[src/rtl/button_conditioner.sv]
// Push-button conditioner: 2-flop synchroniser, debounce and press/release/auto-repeat
// events per button, all registered in the clk domain.
//
// state  | meaning
// IDLE   | debounced level is released, waiting for an accepted press
// DOWN   | held, counting towards the first auto-repeat (idle timer if repeat disabled)
// REPEAT | held past the repeat delay, pulsing every REPEAT_RATE cycles
module button_conditioner #(
  parameter int               N_BTN           = 7,
  parameter int               DEBOUNCE_CYCLES = 500000,
  parameter int               REPEAT_DELAY    = 25000000,
  parameter int               REPEAT_RATE     = 10000000,
  parameter logic [N_BTN-1:0] REPEAT_MASK     = 7'b0001111,
  parameter bit               ACTIVE_LOW_IN   = 1'b1
) (
  input  logic             clk,
  input  logic             rst,
  input  logic [N_BTN-1:0] btn_raw,
  output logic [N_BTN-1:0] btn_level,
  output logic [N_BTN-1:0] btn_press,
  output logic [N_BTN-1:0] btn_release,
  output logic             any_press
);

  localparam int DB_W    = $clog2(DEBOUNCE_CYCLES + 1);
  localparam int RPT_MAX = (REPEAT_DELAY > REPEAT_RATE) ? REPEAT_DELAY : REPEAT_RATE;
  localparam int RPT_W   = $clog2(RPT_MAX + 1);

  localparam logic [DB_W-1:0]  DB_LAST    = DB_W'(DEBOUNCE_CYCLES - 1);
  localparam logic [RPT_W-1:0] DELAY_LAST = RPT_W'(REPEAT_DELAY - 1);
  localparam logic [RPT_W-1:0] RATE_LAST  = RPT_W'(REPEAT_RATE - 1);

  typedef enum logic [1:0] {IDLE, DOWN, REPEAT} state_t;

  logic [N_BTN-1:0] raw_pol;
  logic [N_BTN-1:0] sync_q1;
  logic [N_BTN-1:0] btn_s;

  // Inversion happens ahead of the synchroniser so reset leaves it at "not pressed".
  assign raw_pol = ACTIVE_LOW_IN ? ~btn_raw : btn_raw;

  always_ff @(posedge clk or negedge rst) begin
    if (!rst) begin
      sync_q1 <= '0;
      btn_s   <= '0;
    end else begin
      sync_q1 <= raw_pol;
      btn_s   <= sync_q1;
    end
  end

  for (genvar i = 0; i < N_BTN; i++) begin : g_btn
    state_t           state;
    logic             level_q;
    logic             press_q;
    logic             release_q;
    logic [DB_W-1:0]  db_cnt;
    logic [RPT_W-1:0] rpt_cnt;
    logic             differ;
    logic             accept;

    assign differ = (btn_s[i] != level_q);
    assign accept = differ && (db_cnt == DB_LAST);

    always_ff @(posedge clk or negedge rst) begin
      if (!rst) begin
        state     <= IDLE;
        level_q   <= 1'b0;
        press_q   <= 1'b0;
        release_q <= 1'b0;
        db_cnt    <= '0;
        rpt_cnt   <= '0;
      end else begin
        press_q   <= 1'b0;
        release_q <= 1'b0;

        if (!differ || accept) begin
          db_cnt <= '0;
        end else begin
          db_cnt <= db_cnt + DB_W'(1);
        end
        if (accept) begin
          level_q <= btn_s[i];
        end

        // A release always wins over a repeat pulse due in the same cycle.
        case (state)
          IDLE: begin
            if (accept) begin
              state   <= DOWN;
              press_q <= 1'b1;
              rpt_cnt <= '0;
            end
          end
          DOWN: begin
            if (accept) begin
              state     <= IDLE;
              release_q <= 1'b1;
              rpt_cnt   <= '0;
            end else if (REPEAT_MASK[i]) begin
              if (rpt_cnt == DELAY_LAST) begin
                state   <= REPEAT;
                press_q <= 1'b1;
                rpt_cnt <= '0;
              end else begin
                rpt_cnt <= rpt_cnt + RPT_W'(1);
              end
            end
          end
          REPEAT: begin
            if (accept) begin
              state     <= IDLE;
              release_q <= 1'b1;
              rpt_cnt   <= '0;
            end else if (rpt_cnt == RATE_LAST) begin
              press_q <= 1'b1;
              rpt_cnt <= '0;
            end else begin
              rpt_cnt <= rpt_cnt + RPT_W'(1);
            end
          end
          default: begin
            state   <= IDLE;
            rpt_cnt <= '0;
          end
        endcase
      end
    end

    assign btn_level[i]   = level_q;
    assign btn_press[i]   = press_q;
    assign btn_release[i] = release_q;
  end

  assign any_press = |btn_press;

endmodule
[config.mk]
export PLATFORM = sky130hd
export DESIGN_NAME = button_conditioner
export DESIGN_NICKNAME = d
export VERILOG_FILES = /design/src/rtl/button_conditioner.sv
export SDC_FILE = /design/constraint.sdc
export NUM_CORES = 1
export LEC_CHECK = 0
export CAP_MARGIN = 20
export CORE_MARGIN = 2
export CORE_UTILIZATION = 40
export CTS_BUF_LIST = sky130_fd_sc_hd__clkbuf_16
export CTS_CLUSTER_DIAMETER = 50
export DETAILED_ROUTE_END_ITERATION = 7
export GPL_TIMING_DRIVEN = 0
export SYNTH_ARGS = -nofsm -noshare
export SYNTH_HDL_FRONTEND = slang
export SYNTH_SLANG_ARGS = --single-unit
[constraint.sdc]
create_clock -name clk -period 7.2 [get_ports clk]
set_input_delay 1.44 -clock clk [delete_from_list [all_inputs] [get_ports clk]]
set_output_delay 1.44 -clock clk [all_outputs]
set_load 0.01 [all_outputs]
==> results of run 1 <==
==> per-layer routing <==
| layer | global-route usage | wire (µm) |
|---|---|---|
| met5 | 0 | 0 |
| met4 | 0.0497 | 698 |
| met1 | 0.232 | 15000 |
| met2 | 0.261 | 13700 |
| met3 | 0.0224 | 1050 |
==> cells in the mapped netlist, types with 8 or more instances <==
cell type	count
sky130_fd_sc_hd__a21o_1	20
sky130_fd_sc_hd__ha_1	27
sky130_fd_sc_hd__a31oi_1	15
sky130_fd_sc_hd__buf_4	23
sky130_fd_sc_hd__o31ai_1	11
sky130_fd_sc_hd__nor4_1	29
sky130_fd_sc_hd__and4_1	15
sky130_fd_sc_hd__nor3b_1	9
sky130_fd_sc_hd__dfrtp_1	279
sky130_fd_sc_hd__or3_1	20
sky130_fd_sc_hd__xnor2_1	62
sky130_fd_sc_hd__nor4b_1	8
sky130_fd_sc_hd__nand3_1	100
sky130_fd_sc_hd__nand4_1	55
sky130_fd_sc_hd__and3_1	44
sky130_fd_sc_hd__a21oi_1	21
sky130_fd_sc_hd__or2_2	10
sky130_fd_sc_hd__xor2_1	96
sky130_fd_sc_hd__clkbuf_1	29
sky130_fd_sc_hd__nand2_1	116
sky130_fd_sc_hd__o21ai_0	47
sky130_fd_sc_hd__nor3_1	59
sky130_fd_sc_hd__and2_1	17
sky130_fd_sc_hd__inv_1	56
sky130_fd_sc_hd__nor2_1	205
sky130_fd_sc_hd__or4_1	9
==> per-stage QoR <==
stage	area, µm²	setup WS [ns]	hold WS (ns)	utilization	power (mW)
floorplan	14400	4.63	0.331	-	1.65
global placement	15300	-7.78	0.332	0.430	1.70
detailed placement	15400	4.12	0.337	0.432	1.70
CTS	16500	3.85	0.348	0.465	3.50
global route	16500	3.83	0.351	0.465	3.57
finish	16500	3.90	0.346	0.465	3.44
==> path summary, 6_finish.rpt <==
check                                   start                   to  cells past startpoint
max                          g_btn[0].press_q            any_press                      3
min                                sync_q1[2]             btn_s[2]                      0
max reg2reg                g_btn[3].db_cnt[0]  g_btn[3].rpt_cnt[4]                      8
min reg2reg                        sync_q1[2]             btn_s[2]                      0
max in group asynchronous                 rst  g_btn[0].rpt_cnt[2]                      2
min in group asynchronous                 rst  g_btn[6].db_cnt[17]                      1
==> cell families (layout without fill, tap and decap cells) <==
| family | count (synthesis) | count (layout) | synth area share |
|---|---|---|---|
| and+or+nand+nor | 747 | 747 | 0.269 |
| DFF | 279 | 279 | 0.484 |
| muxes | 12 | 12 | 0.00894 |
| adders and majority gates | 27 | 27 | 0.0234 |
| AOI/OAI and AO/OA | 172 | 172 | 0.0806 |
| xor gates and xnor gates | 158 | 158 | 0.0960 |
| buffers and inverters | 115 | 213 | 0.0378 |
==> layout make-up <==
class                   count  area [µm²]
plain buffers              59         335
clock buffers              39         976
clock inverters            27         214
fillers                  3350       19000
inverters                  56         210
multi-input cells        1116        6890
flip-flops and latches    279        6980
well taps                 461         577
repair buffers             32         360
==> flip-flops by register name, summed over array words and instances, names as in the netlist <==
register,count
g_btn.release_q,7
g_btn.db_cnt,133
g_btn.press_q,7
sync_q1,7
g_btn.level_q,7
g_btn.rpt_cnt,100
g_btn.state,11
btn_s,7
==> power by group <==
| part | internal [mW] | leakage, nW | total, mW | switching (mW) |
|---|---|---|---|---|
| Combinational | 0.0204 | 2.68 | 0.0741 | 0.0537 |
| Sequential | 1.58 | 3.85 | 1.59 | 0.0122 |
| Clock | 1.06 | 0.604 | 1.77 | 0.711 |
| Total | 2.67 | 7.13 | 3.44 | 0.777 |
==> qor.yml, run 1 <==
yosys:
  yosys-top-cells-area: "sky130_fd_sc_hd__dfrtp_1 (48%), sky130_fd_sc_hd__xor2_1 (5.8%), sky130_fd_sc_hd__nor2_1 (5.3%)"
  postSynth.asyncResetShare: 1.00
  number_of_instances_in_the_synthesized_netlist: 1510
  postSynthNetCount: 1546
  synth.distinct_cells: 74
  synth_edf_count: 0
  synth_sequential_area_ratio: 0.484
  netlist_area_pre_place_mm2: 0.0144
  synthDominantAreaCellType: "sky130_fd_sc_hd__dfrtp_1"
  avgSynthCellArea_um2: 9.55
  synthDominantCellAreaShare: 0.484
  synth-seq-cells: 279
  yosys_warnings: 0
  synth_flop_cell: "sky130_fd_sc_hd__dfrtp_1"
floorplanning:
  die_width_um: 194
  core_area_mm2: 0.0356
  num_rows: 69
  io-pin-count: 31
  die_outline_area_mm2: 0.0376
  initial_core_utilization: 0.405
  die_height_um: 194
clock_network:
  root_buffer_cell: "sky130_fd_sc_hd__clkbuf_16"
  worstSkewPairLatency_ns: 0.51
  postCtsSetupBuffers: 0
  cts_tree: "built"
  cts.reportedPaths.clkPinSlew_ns: 0.06
  clock_sinks: 279
  cts_hold_buffers: 0
  cts_repair_resize_count: 0
  clock_path_buffers: 3
  htree_num_levels: 2
  tritoncts.num_buffers: 38
timing:
  grt_setup_unrepaired: "no"
  post-route-period-util: 0.458
  fin_skew_ns: 0.00739
  setup_tns_ns: 0
  timing.max_slew.rel_slack: 0.271
  max_freq_mhz: 303
  report.final.slew_viol_count: 0
  period_needed_ns: 3.30
  tightest_slew_ns: 1.09
  finalSetupViolCount: 0
  hold_violations: 0
critical_path:
  ff2ff_setup_slack_ns: 4.08
  critPathArrivalTime_ns: 1.86
  timing.critical_path.slowest_cell_delay_ns: 0.48
  worst-path-buf-inv: 1
  slowest_stage: "sky130_fd_sc_hd__clkdlybuf4s50_1"
  crit_path_max_fanout: 2
  end_kind: "primary output"
  critical_path.top_delay_family: "buffers and inverters"
  startpoint_type: "flop"
  critPathKind: "flop to primary output"
  critical_path_required_ns: 5.76
  crit_path_cell_trace: "nor3_1 -> nand2_1 -> clkdlybuf4s50_1"
final_layout:
  final_nets: 1618
  syn2layout_area_growth_pct: 14.8
  layout-drive-gt1-share: 0.0771
  final_cell_mix: "sky130_fd_sc_hd__dfrtp_1 (279), sky130_fd_sc_hd__nor2_1 (205), sky130_fd_sc_hd__nand2_1 (116), sky130_fd_sc_hd__nand3_1 (100), sky130_fd_sc_hd__xor2_1 (96)"
  layout.cells.non_filler: 2069
  antenna_cells: 0
  mostFrequentLayoutCell: "sky130_fd_sc_hd__dfrtp_1"
global_route:
  first_global_vias: 10900
  grt_start_max_net_pins: 119
  total_global_routing_overflow: 0
  globalRouteTotalUtil: 0.163
  first_pass_grt_wire_length_mm: 52.7
  grt_antenna_before_repair: 0
routing:
  route.vias.total: 11100
  detail_route.vias_per_cell: 5.34
  wire_per_inst_um: 14.7
  drt-total-wl_mm: 30.4
  firstDrtPassIters: 5
  drt_first_iter_violations: 511
  remaining_drc_errors: 0
  drt.antenna.violating_nets: 0
run_status:
  status: "finished, final reports clean"
placed_design:
  hpwl_mm: 20.5
  count_of_buffers_inserted_at_the_top_level_ports: 30
  gp_congestion: 0.829
  placedCellCount: 2003
power_and_ir_drop:
  powerDensity_mw_per_mm2: 208
  peakVddDrop_v: 0.000156
  p_leak_nw: 7.13
flow_run:
  timing.max_cap.violations: 0
hold_path:
  hp-class: "flop to flop"
(Power assumes the default switching activity.)
==> run 2, diff against run 1 <==
==> constraint.sdc (replaced) <==
create_clock -name clk -period 2.8 [get_ports clk]
set_input_delay 0.56 -clock clk [delete_from_list [all_inputs] [get_ports clk]]
set_output_delay 0.56 -clock clk [all_outputs]
set_load 0.01 [all_outputs]
==> run 2 against run 1 <==
  * Global-route usage hardly changed
  * Power grew to 2.6 times the previous value
  * Sequential cell count stayed put
  * Clock power grew to 2.6 times the previous value
  * First-iteration DRC count is 11% higher
  * Routed wire length is 0.48% higher
  * Non-clock buffer count is 4 higher
  * Final area is 1.1% higher
  * Via count is 0.32% higher
  * Die area stayed put
  * Largest power group unchanged
==> qor.yml, run 2 (synthesis gave the netlist of run 1 again) <==
clock_network:
  clock_path_buffers: 3
  cts_hold_buffers: 0
  cts_tree: "built"
  clock_sinks: 279
  cts.reportedPaths.clkPinSlew_ns: 0.06
  htree_num_levels: 2
  root_buffer_cell: "sky130_fd_sc_hd__clkbuf_16"
  tritoncts.num_buffers: 38
  worstSkewPairLatency_ns: 0.51
flow_run:
  timing.max_cap.violations: 0
critical_path:
  end_kind: "flop"
  r2r_start: "g_btn[1].rpt_cnt[7]"
  critPathKind: "flop to flop"
  crit_start: "g_btn[1].rpt_cnt[7]"
  critPathArrivalTime_ns: 3.13
  startpoint_type: "flop"
  crit_path_max_fanout: 9
  critical_path_required_ns: 3.21
final_layout:
  flip_flop_count_of_the_largest_register_all_copies_and_words_added: 133
  antenna_cells: 0
  layout-drive-gt1-share: 0.0980
  reg.largest.list: "g_btn.db_cnt (133), g_btn.rpt_cnt (100), g_btn.state (11)"
  final_cell_mix: "sky130_fd_sc_hd__dfrtp_1 (277), sky130_fd_sc_hd__nor2_1 (204), sky130_fd_sc_hd__nand2_1 (115), sky130_fd_sc_hd__nand3_1 (99), sky130_fd_sc_hd__xor2_1 (96)"
  layout.cells.non_filler: 2073
  mostFrequentLayoutCell: "sky130_fd_sc_hd__dfrtp_1"
  fillCellCount: 3330
  design_area_mm2: 0.0167
  syn2layout_area_growth_pct: 16.0
  registers.top_by_ff_count: "g_btn.db_cnt"
  final_nets: 1622
placed_design:
  count_of_buffers_inserted_at_the_top_level_ports: 30
  placedCellCount: 2003
  detailed_place.area_mm2: 0.0154
  hpwl_mm: 20.5
  gp_congestion: 0.829
floorplanning:
  die_outline_area_mm2: 0.0376
  io-pin-count: 31
  initial_core_utilization: 0.405
  core_area_mm2: 0.0356
  num_rows: 69
  die_height_um: 194
  die_width_um: 194
timing:
  max_freq_mhz: 367
  grt_setup_unrepaired: "yes"
  timing.max_slew.rel_slack: 0.513
  tightest_slew_ns: 0.724
  hold_violations: 0
  fin_skew_ns: 0.00733
  report.final.slew_viol_count: 0
  hold_ws_ns: 0.0145
  post-route-period-util: 0.974
  finalSetupViolCount: 0
  period_needed_ns: 2.73
  setup_tns_ns: 0
routing:
  drt.antenna.violating_nets: 0
  route.vias.total: 11100
  detail_route.vias_per_cell: 5.35
  wire_per_inst_um: 14.7
  firstDrtPassIters: 5
  drt-total-wl_mm: 30.6
  remaining_drc_errors: 0
  drt_first_iter_violations: 568
run_status:
  status: "finished, final reports clean"
global_route:
  grt_start_max_net_pins: 119
  grt_antenna_before_repair: 0
  first_global_vias: 10800
  total_global_routing_overflow: 0
  globalRouteTotalUtil: 0.163
  first_pass_grt_wire_length_mm: 52.8
power_and_ir_drop:
  peakVddDrop_v: 0.000403
  powerDensity_mw_per_mm2: 529
  p_leak_nw: 7.20
  post-layout-total-power_mw: 8.85
hold_path:
  hp-class: "input port to asynchronous set/reset pin"
## run 2: changes by cell type in the layout (fill, tap and decap cells not counted), moves of 3 or more
cell | previous run | this run
sky130_fd_sc_hd__buf_4 | 23 | 26
sky130_fd_sc_hd__clkbuf_1 | 29 | 21
sky130_fd_sc_hd__clkbuf_2 | 0 | 5
sky130_fd_sc_hd__nor4_1 | 29 | 26
## run 2: routing by layer
metal | share of wire | track usage
met2 | 0.45 | 0.261
met1 | 0.50 | 0.232
met3 | 0.032 | 0.0224
met5 | 0 | 0
met4 | 0.022 | 0.0483
## run 2: through the flow
stage | setup WS (ns) | utilization
5_1_grt | -0.0912 | 0.470
6_report | 0.0731 | 0.470
4_1_cts | -0.00264 | 0.467
2_1_floorplan | 0.234 | -
3_5_place_dp | -0.281 | 0.432
3_3_place_gp | -11.30 | 0.430
## run 2: critical path, stage by stage, from the launching register on
cell	delay, ns
sky130_fd_sc_hd__dfrtp_2	0.44
sky130_fd_sc_hd__or4b_4	0.55
sky130_fd_sc_hd__or4_4	0.56
sky130_fd_sc_hd__o41a_1	0.38
sky130_fd_sc_hd__o211ai_2	0.27
sky130_fd_sc_hd__buf_6	0.18
sky130_fd_sc_hd__o21ai_1	0.06
sky130_fd_sc_hd__a21o_1	0.17
## run 2: final cells by class
cell class              count  area [µm²]  area share
inverters                  56         210      0.0126
multi-input cells        1116        7020       0.420
flip-flops and latches    279        6980       0.418
well taps                 461         577      0.0345
clock inverters            27         214      0.0128
plain buffers              58         348      0.0208
clock buffers              39         976      0.0583
repair buffers             37         398      0.0238
## run 2: where the power goes
part           internal (mW)  switching [mW]
Clock                   2.73            1.83
Combinational         0.0529           0.138
Sequential              4.07          0.0314
## run 2: final timing paths
check                                        to  cells past startpoint  slack [ns]
setup / recovery            g_btn[1].rpt_cnt[2]                      7        0.07
hold / removal              g_btn[6].db_cnt[17]                      1        0.01
setup reg to reg            g_btn[1].rpt_cnt[2]                      7        0.07
hold reg to reg                        btn_s[2]                      0        0.35
max in group asynchronous  g_btn[0].rpt_cnt[10]                      2        1.74
min in group clk                       btn_s[2]                      0        0.35
## run 2: timing repair
| action | CTS | global route |
|---|---|---|
| endpoints found under the setup margin | 75 | 87 |
| pin swaps | 1 | 2 |
| cloned | 0 | 0 |
| buffers inserted | 0 | 5 |
| gates resized for setup | 14 | 26 |
